**src/rtl/iomem_router_if.sv**
```systemverilog
// iomem_router_if: picosoc iomem bus plus the shared slot-side request bus.
interface iomem_router_if #(parameter int NSLV = 4);
   logic              iomem_valid;
   logic              iomem_ready;
   logic [3:0]        iomem_wstrb;
   logic [31:0]       iomem_addr;
   logic [31:0]       iomem_wdata;
   logic [31:0]       iomem_rdata;
   logic [NSLV-1:0]   s_valid;
   logic [NSLV-1:0]   s_ready;
   logic [3:0]        s_wstrb;
   logic [31:0]       s_addr;
   logic [31:0]       s_wdata;
   logic [NSLV*32-1:0] s_rdata;
   modport slave (
      input  iomem_valid, iomem_wstrb, iomem_addr, iomem_wdata, s_ready, s_rdata,
      output iomem_ready, iomem_rdata, s_valid, s_wstrb, s_addr, s_wdata
   );
   modport master (
      output iomem_valid, iomem_wstrb, iomem_addr, iomem_wdata, s_ready, s_rdata,
      input  iomem_ready, iomem_rdata, s_valid, s_wstrb, s_addr, s_wdata
   );
endinterface

```
**src/rtl/iomem_router.sv**
```systemverilog
// iomem_router: decodes addr[31:24] onto NSLV slots, always answers the CPU
// (slot data, or ERR_RDATA on timeout / decode miss).
module iomem_router #(
   parameter int          NSLV      = 4,
   parameter logic [7:0]  BASE      = 8'h03,
   parameter int          TIMEOUT   = 255,
   parameter logic [31:0] ERR_RDATA = 32'hDEAD_BEEF
) (
   input  logic           clk,
   input  logic           resetn,
   iomem_router_if.slave  bus,
   output logic [7:0]     err_count
);
   localparam int CW = $clog2(TIMEOUT + 1);
   localparam int SW = NSLV > 1 ? $clog2(NSLV) : 1;
   localparam logic [7:0] LAST = BASE + 8'(NSLV - 1);
   localparam logic [1:0] IDLE = 2'd0;
   localparam logic [1:0] BUSY = 2'd1;
   localparam logic [1:0] DONE = 2'd2;

   logic [1:0]      state_q, state_d;
   logic [SW-1:0]   sel_q, sel_d;
   logic [CW-1:0]   cnt_q, cnt_d;
   logic [NSLV-1:0] s_valid_q, s_valid_d;
   logic [3:0]      wstrb_q, wstrb_d;
   logic [31:0]     addr_q, addr_d;
   logic [31:0]     wdata_q, wdata_d;
   logic [31:0]     rdata_q, rdata_d;
   logic [7:0]      err_q, err_d;
   logic [7:0]      top, off, err_inc;
   logic            hit;

   assign top     = bus.iomem_addr[31:24];
   assign off     = top - BASE;
   assign hit     = top >= BASE && top <= LAST;
   assign err_inc = err_q == 8'hFF ? err_q : err_q + 8'd1;

   always_comb begin
      state_d   = state_q;
      sel_d     = sel_q;
      cnt_d     = cnt_q;
      s_valid_d = s_valid_q;
      wstrb_d   = wstrb_q;
      addr_d    = addr_q;
      wdata_d   = wdata_q;
      rdata_d   = rdata_q;
      err_d     = err_q;
      if (state_q == IDLE && bus.iomem_valid) begin
         wstrb_d = bus.iomem_wstrb;
         addr_d  = bus.iomem_addr;
         wdata_d = bus.iomem_wdata;
         if (hit) begin
            sel_d     = off[SW-1:0];
            s_valid_d = NSLV'(1) << off[SW-1:0];
            cnt_d     = '0;
            state_d   = BUSY;
         end else begin
            rdata_d = ERR_RDATA;
            err_d   = err_inc;
            state_d = DONE;
         end
      end else if (state_q == BUSY) begin
         // a ready arriving on the final timeout cycle still wins
         if (bus.s_ready[sel_q]) begin
            rdata_d   = bus.s_rdata[32*sel_q +: 32];
            s_valid_d = '0;
            state_d   = DONE;
         end else if (cnt_q == CW'(TIMEOUT - 1)) begin
            rdata_d   = ERR_RDATA;
            s_valid_d = '0;
            err_d     = err_inc;
            state_d   = DONE;
         end else begin
            cnt_d = cnt_q + 1'b1;
         end
      end else if (state_q == DONE) begin
         state_d = IDLE;
      end
   end

   always_ff @(posedge clk or negedge resetn) begin
      if (!resetn) begin
         state_q   <= IDLE;
         sel_q     <= '0;
         cnt_q     <= '0;
         s_valid_q <= '0;
         wstrb_q   <= '0;
         addr_q    <= '0;
         wdata_q   <= '0;
         rdata_q   <= '0;
         err_q     <= '0;
      end else begin
         state_q   <= state_d;
         sel_q     <= sel_d;
         cnt_q     <= cnt_d;
         s_valid_q <= s_valid_d;
         wstrb_q   <= wstrb_d;
         addr_q    <= addr_d;
         wdata_q   <= wdata_d;
         rdata_q   <= rdata_d;
         err_q     <= err_d;
      end
   end

   assign bus.iomem_ready = state_q == DONE;
   assign bus.iomem_rdata = rdata_q;
   assign bus.s_valid     = s_valid_q;
   assign bus.s_wstrb     = wstrb_q;
   assign bus.s_addr      = addr_q;
   assign bus.s_wdata     = wdata_q;
   assign err_count       = err_q;
endmodule

```
**src/flat_wrapper.sv**
```systemverilog
// flat-port wrapper written by rule: the top's interface ports become plain ports
module iomem_router_flat 
#(
   parameter int          NSLV      = 4,
   parameter logic [7:0]  BASE      = 8'h03,
   parameter int          TIMEOUT   = 255,
   parameter logic [31:0] ERR_RDATA = 32'hDEAD_BEEF
)
  (clk, resetn, err_count, bus_iomem_valid, bus_iomem_wstrb, bus_iomem_addr, bus_iomem_wdata, bus_s_ready, bus_s_rdata, bus_iomem_ready, bus_iomem_rdata, bus_s_valid, bus_s_wstrb, bus_s_addr, bus_s_wdata);
  iomem_router_if #(.NSLV(NSLV)) bus_i ();
  input  logic clk;
  input  logic resetn;
  output logic [7:0] err_count;
  input wire logic [$bits(bus_i.iomem_valid)-1:0] bus_iomem_valid;
  input wire logic [$bits(bus_i.iomem_wstrb)-1:0] bus_iomem_wstrb;
  input wire logic [$bits(bus_i.iomem_addr)-1:0] bus_iomem_addr;
  input wire logic [$bits(bus_i.iomem_wdata)-1:0] bus_iomem_wdata;
  input wire logic [$bits(bus_i.s_ready)-1:0] bus_s_ready;
  input wire logic [$bits(bus_i.s_rdata)-1:0] bus_s_rdata;
  output wire logic [$bits(bus_i.iomem_ready)-1:0] bus_iomem_ready;
  output wire logic [$bits(bus_i.iomem_rdata)-1:0] bus_iomem_rdata;
  output wire logic [$bits(bus_i.s_valid)-1:0] bus_s_valid;
  output wire logic [$bits(bus_i.s_wstrb)-1:0] bus_s_wstrb;
  output wire logic [$bits(bus_i.s_addr)-1:0] bus_s_addr;
  output wire logic [$bits(bus_i.s_wdata)-1:0] bus_s_wdata;
  assign bus_i.iomem_valid = bus_iomem_valid;
  assign bus_i.iomem_wstrb = bus_iomem_wstrb;
  assign bus_i.iomem_addr = bus_iomem_addr;
  assign bus_i.iomem_wdata = bus_iomem_wdata;
  assign bus_i.s_ready = bus_s_ready;
  assign bus_i.s_rdata = bus_s_rdata;
  assign bus_iomem_ready = bus_i.iomem_ready;
  assign bus_iomem_rdata = bus_i.iomem_rdata;
  assign bus_s_valid = bus_i.s_valid;
  assign bus_s_wstrb = bus_i.s_wstrb;
  assign bus_s_addr = bus_i.s_addr;
  assign bus_s_wdata = bus_i.s_wdata;
  iomem_router #(.NSLV(NSLV), .BASE(BASE), .TIMEOUT(TIMEOUT), .ERR_RDATA(ERR_RDATA)) u_core (.clk(clk), .resetn(resetn), .bus(bus_i), .err_count(err_count));
endmodule
```
**config.mk**
```make
export PLATFORM = sky130hd
export DESIGN_NAME = iomem_router_flat
export DESIGN_NICKNAME = d
export VERILOG_FILES = /design/src/rtl/iomem_router_if.sv /design/src/rtl/iomem_router.sv /design/src/flat_wrapper.sv
export SDC_FILE = /design/constraint.sdc
export NUM_CORES = 1
export LEC_CHECK = 0
export ABC_CLOCK_PERIOD_IN_PS = 4100
export BUFFER_PORTS_ARGS = -buffer_cell sky130_fd_sc_hd__buf_2
export CAP_MARGIN = 20
export CORE_ASPECT_RATIO = 0.7
export CORE_MARGIN = 4
export CORE_UTILIZATION = 35
export CTS_BUF_LIST = sky130_fd_sc_hd__clkbuf_4
export DETAILED_ROUTE_END_ITERATION = 6
export PLACE_DENSITY = 0.64
export REMOVE_ABC_BUFFERS = 1
export SLEW_MARGIN = 5
export SYNTH_ARGS = -nofsm -noshare
export SYNTH_HDL_FRONTEND = slang
export SYNTH_SLANG_ARGS = --single-unit
```
**constraint.sdc**
```tcl
create_clock -name clk -period 4.1 [get_ports clk]
set_input_delay 1.025 -clock clk [delete_from_list [all_inputs] [get_ports clk]]
set_output_delay 1.025 -clock clk [all_outputs]
set_load 0.05 [all_outputs]
```
Word-level counts from Yosys, hierarchy flattened. Cells that the tools add are included.

Eq/ne operators: 9. Order comparisons: 3. Muxes and demuxes: 29. Add/sub/neg operators: 3. Reduce and logical (&&, ||, !) cells: 13. Shift operators: 2.

Operators with widths (number): two-way mux 32 bit (5); indexed part select 128 x 8 -> 32 bit (1); two-way mux 8 bit (11); two-way mux 4 bit (5); adder 8 x 1 -> 8 bit, second input constant (2); == test 8 bit, second input constant (2); two-way mux 2 bit (6); greater-or-equal comparator 8 x 2 -> 1 bit, second input constant (1); less-or-equal comparator 8 x 3 -> 1 bit, second input constant (1); AND reduction 4 bit (2); != test 2 x 1 -> 1 bit, second input constant (3); AND reduction 3 bit (2); nonzero test 3 bit (2); != test 4 x 3 -> 1 bit, second input constant (1); AND reduction 2 bit (2); nonzero test 2 bit (2); left shift 1 x 2 -> 4 bit, first input constant (1); less-than comparator 2 x 3 -> 1 bit, second input constant (1); binary-select mux 1 bit (select 2 bit) (1); == test 2 x 1 -> 1 bit, second input constant (1); == test 2 bit, second input constant (1); logical AND 1 bit (2); logical NOT 2 bit (1); != test 2 bit, second input constant (1); 2 further kinds (2).

Word-level logic and storage cells: 68. Register bits after elaboration: 124. Input port bits: 203. Output and inout bits: 113.

Depth between registers and ports, before layout. Gate-level depths: netlist of the first run.

Depth in word-level cells: 6. Depth in mapped cells: 9.

Worst setup path before layout of the first run. No wires, ideal clock.

Path kind: input port to flip-flop. Start: in bus_iomem_addr[24]. End: reg u_core.cnt_q[6]. Path slack: 1.546 ns. Setup time: 0.078 ns. Stages on the path: 7. Buffers on the path: 1. Arrival: 2.476 ns. Cell sequence: inv_1 ha_1 o2111ai_2 o21a_1 clkbuf_1 or4_1 a21oi_1.

Cells in the longest elaborated chain, start to end: 4. Elaborated cells between the ends (all ways): 5.

Ends and longest elaborated chain: from (decl) (RTL line flat_wrapper.sv:16) `input wire logic [$bits(bus_i.iomem_addr)-1:0] bus_iomem_addr;`; greater-or-equal comparator 8 x 2 -> 1 bit / less-or-equal comparator 8 x 3 -> 1 bit (equally long branches) (RTL line iomem_router.sv:35) `assign hit = top >= BASE && top <= LAST;`; logical AND 1 bit * (RTL line iomem_router.sv:35); != test 2 x 1 -> 1 bit (no source line) *; AND reduction 4 bit (no source line) *; to (signal assigned) (RTL line iomem_router.sv:95) `cnt_q <= cnt_d;`; to (decl) (RTL line iomem_router.sv:23) `logic [CW-1:0] cnt_q, cnt_d;`.

Every way passes the cells marked *; elsewhere a longest branch is shown, timed or not. A chain may end at the register's enable or synchronous reset.

Worst setup path in the final report of the first run.
Start: in bus_iomem_addr[29]. End: reg u_core.err_q[1], in the netlist u_core.err_count[1].

Cells in the longest elaborated chain, start to end: 4. Elaborated cells between the ends (all ways): 5.

Ends and longest elaborated chain: greater-or-equal comparator 8 x 2 -> 1 bit / less-or-equal comparator 8 x 3 -> 1 bit (equally long branches) (RTL line iomem_router.sv:35); logical AND 1 bit * (RTL line iomem_router.sv:35); != test 2 bit (no source line) *; AND reduction 4 bit (no source line) *; to (signal assigned) (RTL line iomem_router.sv:101) `err_q <= err_d;`; to (decl) (RTL line iomem_router.sv:29) `logic [7:0] err_q, err_d;`.

Marked as above.

==> flow_summary.json, run 1 <==
{
  "outcome": "completed",
  "grt.busiest_layer": "met1",
  "ant_nets": 0,
  "synth.top_cell.area_share_pct": 53.2,
  "endpoint_kind": "register",
  "fp-row-count": 39,
  "ys_ff_latch": 124,
  "first_iter_violations": 392,
  "cts_tree": "done",
  "seq_area_sq_mm": 0.00310,
  "fillers": 1628,
  "synth-async-reset-ratio_pct": 100,
  "critPathKind": "in2reg",
  "use_met3_pct": 5.94,
  "hp-class": "reg2reg",
  "min_from": "u_core.bus.s_wstrb[2]",
  "hold_path_end": "u_core.bus.s_wstrb[2]",
  "cts_root_buf": "clkbuf_4",
  "die-height_um": 116,
  "clock_sinks": 124,
  "track_usage_pct": 19.0,
  "yosysMostFrequentCell": "nand2_1",
  "rsz0062_at_grt": "false",
  "worst_ep_required_time_ps": 4470,
  "finalCritPeriodShare_pct": 60.1,
  "min_path_cells": 2,
  "dr.pass1.iters": 4,
  "path_clk_slew_ps": 100,
  "avgSynthCellArea_sq_um": 10.7,
  "use_met2_pct": 27.5,
  "synth_ff_type": "dfrtp_1",
  "dieArea_sq_mm": 0.0188,
  "cts_hold_buf": 0,
  "numCtsBuffers": 17,
  "synth_edf_count": 0,
  "syn-cell-area_sq_mm": 0.00583,
  "dp_hpwl_um": 14000,
  "ir_worst_vdd_uv": 410,
  "drc": 0,
  "vias_per_cell": 4.76,
  "pre_cts_ws_ps": 1160,
  "grt_antenna_before_repair": 1,
  "setup_slack_ps": 1640,
  "grt-ovfl-total": 0,
  "die_w_um": 162,
  "cp_max_fo": 9,
  "met1_usage_pct": 28.1,
  "num_vias": 5194,
  "power_density_mw_per_mm2": 693,
  "clock_path_buffers": 2,
  "post_cts_resized": 0,
  "drive_gt1_share_pct": 45.8,
  "start_kind": "primary input",
  "tightest_slew_ps": 813,
  "p_total_mw": 5.45,
  "yosysWarnings": 0,
  "final_hold_viol_count": 0,
  "rr_worst_depth": 6,
  "core_area_sq_mm": 0.0163,
  "yosysTopAreaCell": "dfrtp_1",
  "maxSlewViolCount": 0,
  "yosysSeqAreaShare_pct": 53.2,
  "r2r-end": "u_core.cnt_q[4]",
  "min_period_ps": 2460,
  "tns_ps": 0,
  "rrSetupSlack_ps": 1830,
  "nets": 1067,
  "setup_violations": 0,
  "grt_max_degree": 64,
  "synthToLayoutAreaGrowth_pct": 34.7,
  "relSlewSlack_pct": 45.6,
  "first_global_vias": 5136,
  "ios": 316,
  "skew_ps": 26.2,
  "cp.arrival_ps": 2830,
  "insertion_delay_ps": 490,
  "multiInputGateArea_sq_mm": 0.00256,
  "wirelength_um": 18100,
  "grt_pass1_wl_um": 28000,
  "io_buffers": 315,
  "synthTopCellsByCount": "nand2_1 (223), dfrtp_1 (124), mux4_2 (33)",
  "synth.area.top_cells": "dfrtp_1 (53%), nand2_1 (14%), mux4_2 (13%)",
  "fmax_ghz": 0.406,
  "gp_congestion": 0.853,
  "start_util_pct": 35.7,
  "post_drt_wl_per_cell_um": 16.6,
  "postCtsSetupRepairBufs": 0,
  "syn_inst": 545,
  "cts_max_level": 4,
  "reg2reg_from": "u_core.sel_q[1]",
  "maxCapViolations": 0,
  "leakage_nw": 4.04,
  "ys_types": 41
}
-- cell usage in the layout (no fill, tap or decap), types with 5 or more instances in the layout --
cell and n:
buf_4 9, inv_1 6, nand3_1 10, buf_2 314
dfrtp_1 123, clkbuf_4 19, nor4_1 5, nand2_1 222
ha_1 10, o21ai_0 11, o22a_1 24, mux4_2 33
xor2_1 7, a22o_1 10, nor2_1 7
-- how the worst max path moves through the flow --
stage	start	endpoint	slack (ps)	cells past startpoint
after global placement	bus_iomem_addr[29]	u_core.err_count[1]	1170	6
after detailed placement	bus_iomem_addr[29]	u_core.err_count[1]	1160	6
after floorplan	bus_iomem_valid	u_core.bus.iomem_rdata[25]	530	3
final	bus_iomem_addr[29]	u_core.err_count[1]	1640	6
after CTS	u_core.state_q[0]	bus_iomem_ready	1590	3
after global routing	u_core.state_q[0]	bus_iomem_ready	1510	3
-- cells by family after synthesis --
kind of cell | count (synthesis) | share of synthesized area, %
buf+inv | 39 | 2.98
mux | 38 | 13.6
fa+ha+maj | 10 | 2.14
compound gates | 63 | 8.66
xor+xnor | 7 | 1.05
flops | 124 | 53.2
simple gates | 264 | 18.4
-- state kept, by name, summed over array words and instances, names as in the netlist --
signal / flops
u_core.state_q: 2
u_core.bus.iomem_rdata: 32
u_core.bus.s_wstrb: 4
u_core.bus.s_wdata: 32
u_core.err_count: 8
u_core.sel_q: 2
u_core.bus.s_valid: 4
u_core.bus.s_addr: 32
u_core.cnt_q: 8
-- layout make-up --
class	count	area share [%]
Sequential cell	124	39.5
Multi-Input combinational cell	382	32.6
Timing Repair Buffer	323	20.9
Tap cell	225	3.58
Clock buffer	19	1.81
Clock inverter	11	1.34
Inverter	6	0.287
Antenna cell	1	0.0318
-- power by group --
group	switching, mW	leakage (nW)	internal (mW)	total [mW]
clock	0.445	0.134	0.358	0.803
sequential	0.236	1.48	1.61	1.85
combinational	2.12	2.43	0.679	2.79
-- critical path, cell delays in order --
cell and delay [ps]:
buf_2 110, nor3_2 330, o2111ai_2 290, o21ai_1 610, nor2_1 170, mux2_2 300
-- metal layers --
metal  part of all wire, %  vias to the layer above
met5                     0                        -
met4                   1.3                        0
met1                    47                     2505
met2                    44                      172
met3                   7.7                       19
li1                      -                     2498
-- stage by stage --
stage          area (sq um)  utilization, %  hold slack (ps)  cells
2_1_floorplan          5680               -              494    512
3_3_place_gp           7610            46.5              453   1060
3_5_place_dp           7610            46.5              459   1060
4_1_cts                7860            48.1              485   1090
5_1_grt                7860            48.1              504   1091
6_report               7860            48.1              478   1091
(Power assumes the default switching activity.)
==> inputs of run 2 (changes only) <==
--- a/config.mk
+++ b/config.mk
@@ -5,7 +5,7 @@
 export SDC_FILE = /design/constraint.sdc
 export NUM_CORES = 1
 export LEC_CHECK = 0
-export ABC_CLOCK_PERIOD_IN_PS = 4100
+export ABC_CLOCK_PERIOD_IN_PS = 2500
 export BUFFER_PORTS_ARGS = -buffer_cell sky130_fd_sc_hd__buf_2
 export CAP_MARGIN = 20
 export CORE_ASPECT_RATIO = 0.7
==> constraint.sdc (replaced) <==
create_clock -name clk -period 2.5 [get_ports clk]
set_input_delay 0.625 -clock clk [delete_from_list [all_inputs] [get_ports clk]]
set_output_delay 0.625 -clock clk [all_outputs]
set_load 0.05 [all_outputs]
==> run 2 against run 1 <==
  * Final cell count is 0.46% higher
  * Setup slack lost 1300 ps
  * Register-to-register slack got worse by 1500 ps
==> flow_summary.json, run 2 (same netlist as run 1, synthesis figures left out) <==
{
  "nets": 1070,
  "postPlaceCellArea_sq_mm": 0.00764,
  "hp-class": "in2async",
  "cts_root_buf": "clkbuf_4",
  "tightest_slew_ps": 797,
  "postCtsSetupRepairBufs": 0,
  "grt_antenna_before_repair": 1,
  "path_clk_slew_ps": 130,
  "start_kind": "register",
  "maxSlewViolCount": 0,
  "reg2reg_from": "u_core.state_q[0]",
  "grt-ovfl-total": 0,
  "dr.pass1.iters": 4,
  "insertion_delay_ps": 510,
  "synthToLayoutAreaGrowth_pct": 36.5,
  "grt_max_degree": 125,
  "vias_per_cell": 4.80,
  "r2r-end": "u_core.bus.iomem_rdata[4]",
  "max_stage_delay_ps": 610,
  "tns_ps": 0,
  "worst_ep_required_time_ps": 2880,
  "die-height_um": 116,
  "ios": 316,
  "dp.cells": 1063,
  "clock_sinks": 124,
  "rr_worst_depth": 6,
  "clock_path_buffers": 2,
  "track_usage_pct": 19.5,
  "cts_max_level": 4,
  "fp-row-count": 39,
  "ir_worst_vdd_uv": 721,
  "cts_hold_buf": 0,
  "final_cell_mix": "buf_2 (314), nand2_1 (222), dfrtp_1 (123)",
  "numCtsBuffers": 17,
  "ant_nets": 0,
  "io_buffers": 315,
  "cp.arrival_ps": 2560,
  "maxCapViolations": 0,
  "first_iter_violations": 343,
  "rrSetupSlack_ps": 320,
  "outcome": "completed",
  "skew_ps": 26.3,
  "fin_cells": 1096,
  "rsz0062_at_grt": "false",
  "first_global_vias": 5204,
  "finalCritPeriodShare_pct": 87.2,
  "die_w_um": 162,
  "core_area_sq_mm": 0.0163,
  "path_cells": "inv_1 > ha_1 > and2_2 > buf_4 > a21oi_2 > a22o_1",
  "fmax_ghz": 0.459,
  "relSlewSlack_pct": 46.9,
  "setup_violations": 0,
  "min_period_ps": 2180,
  "cp_max_fo": 71,
  "leakage_nw": 4.09,
  "drive_gt1_share_pct": 46.4,
  "final_common_cell": "buf_2",
  "final_hold_viol_count": 0,
  "post_drt_wl_per_cell_um": 16.6,
  "wirelength_um": 18200,
  "critPathKind": "reg2reg",
  "gp_congestion": 0.870,
  "num_vias": 5259,
  "cts_tree": "done",
  "drc": 0,
  "dieArea_sq_mm": 0.0188,
  "dp_hpwl_um": 13900,
  "grt_pass1_wl_um": 28700,
  "final_area_sq_mm": 0.00796,
  "worst_path_max_delay_cell": "buf_4",
  "post_cts_resized": 0,
  "power_density_mw_per_mm2": 1160,
  "p_total_mw": 9.22,
  "endpoint_kind": "register",
  "start_util_pct": 35.7
}
## run 2: cell count changes in the layout (fill, tap and decap cells not counted), sizes merged
| cell | previous run | this run |
|---|---|---|
| bufinv | 2 | 4 |
| clkinvlp | 2 | 4 |
| clkinv | 7 | 5 |
| buf | 323 | 326 |
## run 2: layout make-up
class	instances	area (sq um)
Fill cell	1576	8380
Antenna cell	1	2.50
Multi-Input combinational cell	382	2560
Clock buffer	19	143
Tap cell	225	282
Inverter	6	22.5
Clock inverter	13	174
Sequential cell	124	3100
Timing Repair Buffer	326	1670
## run 2: worst max-delay path by stage
stage | from | to | slack [ps] | depth (start not counted)
3_3_place_gp | bus_iomem_addr[29] | u_core.cnt_q[3] | 190 | 6
5_1_grt | u_core.state_q[0] | u_core.bus.iomem_rdata[17] | 100 | 6
2_1_floorplan | bus_iomem_valid | u_core.bus.iomem_rdata[25] | -670 | 3
6_report | u_core.state_q[0] | u_core.bus.iomem_rdata[4] | 320 | 6
3_5_place_dp | bus_iomem_addr[29] | u_core.cnt_q[6] | 150 | 6
4_1_cts | u_core.state_q[0] | u_core.bus.iomem_rdata[17] | 270 | 6
## run 2: per-layer routing
layer  routed length, um  vias up  track usage, %  share of wire, %
met1                8670     2570            28.9                48
met4                 148        0            4.90              0.81
met3                1170       11            4.34               6.4
met2                8240      162            29.4                45
li1                    -     2516               -                 -
met5                   0        -               0                 0
## run 2: through the flow
step                      hold slack, ps  setup slack (ps)  utilization (%)
after floorplan                      329              -668                -
after global placement               454               189             46.8
after detailed placement             456               152             46.8
after CTS                            191               268             48.7
after global routing                 200              97.1             48.7
final                                191               321             48.7
## run 2: power by group
part | total, mW | switching, mW | internal (mW)
registers | 3.04 | 0.394 | 2.65
clock network | 1.57 | 0.767 | 0.805
logic | 4.61 | 3.48 | 1.13
## run 2: worst max-delay path: cells and delay by family, from the launching register on
kind	cells	cell delay, ps
AO/OA/AOI/OAI	2	590
AND/OR/NAND/NOR	1	180
buffers and inverters	2	690
adder cells (fa/ha/maj)	1	180
flip-flops	1	420
==> inputs of run 3 (changes only) <==
--- a/config.mk
+++ b/config.mk
@@ -10,10 +10,10 @@
 export CAP_MARGIN = 20
 export CORE_ASPECT_RATIO = 0.7
 export CORE_MARGIN = 4
-export CORE_UTILIZATION = 35
+export CORE_UTILIZATION = 46
 export CTS_BUF_LIST = sky130_fd_sc_hd__clkbuf_4
 export DETAILED_ROUTE_END_ITERATION = 6
-export PLACE_DENSITY = 0.64
+export PLACE_DENSITY = 0.81
 export REMOVE_ABC_BUFFERS = 1
 export SLEW_MARGIN = 5
 export SYNTH_ARGS = -nofsm -noshare
==> run 3 against run 2 <==
  * Non-clock buffer count rose by 1
  * Sequential share of layout area grew 0.41 points
  * Final cell count shrank 5.7%
  * Utilization rose by 15 points
  * Register-to-register slack better by 80 ps
  * Hold slack worse by 89 ps
  * Clock power down 8%
  * Maximum frequency increased by 3.6%
  * Critical endpoint is now u_core.cnt_q[4]
  * Largest power group unchanged
==> flow_summary.json, run 3 (same netlist as run 1, synthesis figures left out) <==
{
  "outcome": "completed",
  "gp_congestion": 0.953,
  "start_util_pct": 47.0,
  "numCtsBuffers": 17,
  "endpoint_kind": "register",
  "track_usage_pct": 23.8,
  "grt-ovfl-total": 0,
  "insertion_delay_ps": 500,
  "first_global_vias": 5336,
  "ir_worst_vdd_uv": 910,
  "tightest_slew_ps": 670,
  "grt_antenna_before_repair": 1,
  "nets": 1071,
  "ant_nets": 0,
  "path_buf_inv": 1,
  "num_vias": 5390,
  "critPathKind": "reg2reg",
  "drc": 0,
  "cts_tree": "done",
  "cp_max_fo": 11,
  "vias_per_cell": 5.22,
  "post_cts_resized": 0,
  "cts_root_buf": "clkbuf_4",
  "clock_path_buffers": 2,
  "final_common_cell": "buf_2",
  "whs_ps": 102,
  "final_cell_mix": "buf_2 (314), nand2_1 (222), dfrtp_1 (123)",
  "fmax_ghz": 0.476,
  "first_iter_violations": 344,
  "wirelength_um": 17700,
  "crit_family": "simple AND/OR/NAND/NOR gates",
  "cp.arrival_ps": 2520,
  "synthToLayoutAreaGrowth_pct": 35.0,
  "relSlewSlack_pct": 55.3,
  "finalCritPeriodShare_pct": 84.1,
  "die-height_um": 102,
  "cp.depth": 6,
  "hp-class": "in2async",
  "path_cells": "inv_1 > ha_1 > nand3_1 > and3_1 > or4_1 > a21oi_1",
  "io_buffers": 315,
  "grt_pass1_wl_um": 27100,
  "postCtsSetupRepairBufs": 0,
  "min_period_ps": 2100,
  "fp-row-count": 34,
  "worst_ep_required_time_ps": 2920,
  "rr_worst_depth": 6,
  "power_density_mw_per_mm2": 1150,
  "max_stage_delay_ps": 540,
  "dr.pass1.iters": 5,
  "rsz0062_at_grt": "false",
  "ios": 316,
  "die_w_um": 143,
  "skew_ps": 22.0,
  "p_total_mw": 9.08,
  "worst_path_max_delay_cell": "or4_1",
  "final_hold_viol_count": 0,
  "dieArea_sq_mm": 0.0146,
  "maxCapViolations": 0,
  "grt_max_degree": 67,
  "setup_violations": 0,
  "leakage_nw": 4.10,
  "maxSlewViolCount": 0,
  "cts_max_level": 4,
  "core_area_sq_mm": 0.0124,
  "dp_hpwl_um": 13900,
  "start_kind": "register",
  "clock_sinks": 124,
  "post_drt_wl_per_cell_um": 17.1,
  "cts_hold_buf": 0,
  "path_clk_slew_ps": 120,
  "drive_gt1_share_pct": 46.6
}
## run 3: cell count changes in the layout (fill, tap and decap cells not counted), sizes merged
| cell | change |
|---|---|
| buf | +1 |
| bufinv | -1 |
| clkinv | +3 |
| clkinvlp | -3 |
## run 3: metrics by stage
stage / setup TNS, ps / setup slack [ps] / utilization, % / instance area (sq um) / std cells
2_1_floorplan: -25300 / -668 / - / 5680 / 512
3_3_place_gp: 0 / 202 / 61.1 / 7580 / 1001
3_5_place_dp: 0 / 162 / 61.1 / 7580 / 1001
4_1_cts: 0 / 373 / 63.4 / 7880 / 1032
5_1_grt: 0 / 219 / 63.4 / 7880 / 1032
6_report: 0 / 397 / 63.4 / 7880 / 1033
## run 3: routing by layer
layer  track usage, %  vias up  part of all wire, %
met2             38.0      232                   48
met4             6.57        2                  1.6
met3             8.61       31                  9.6
met1             31.2     2613                   40
met5                0        -                0.085
li1                 -     2512                    -
## run 3: where the power goes
group | internal, mW | switching (mW)
clock | 0.707 | 0.733
combinational | 1.13 | 3.47
sequential | 2.65 | 0.395
## run 3: cell type report
type	instances	area [sq um]
Sequential cell	124	3100
Clock inverter	12	149
Tap cell	162	203
Inverter	6	22.5
Antenna cell	1	2.50
Clock buffer	19	143
Timing Repair Buffer	327	1690
Multi-Input combinational cell	382	2560
Fill cell	1049	4540
## run 3: worst paths after layout
| kind | startpoint | end | slack, ps |
|---|---|---|---|
| max | u_core.state_q[1] | u_core.cnt_q[4] | 400 |
| min | resetn | u_core.bus.s_wdata[5] | 100 |
| max reg2reg | u_core.state_q[1] | u_core.cnt_q[4] | 400 |
| min reg2reg | u_core.bus.s_wdata[1] | u_core.bus.s_wdata[1] | 480 |
| max in group asynchronous | resetn | u_core.bus.iomem_rdata[15] | 1730 |
| min in group clk | bus_iomem_wdata[13] | u_core.bus.s_wdata[13] | 310 |
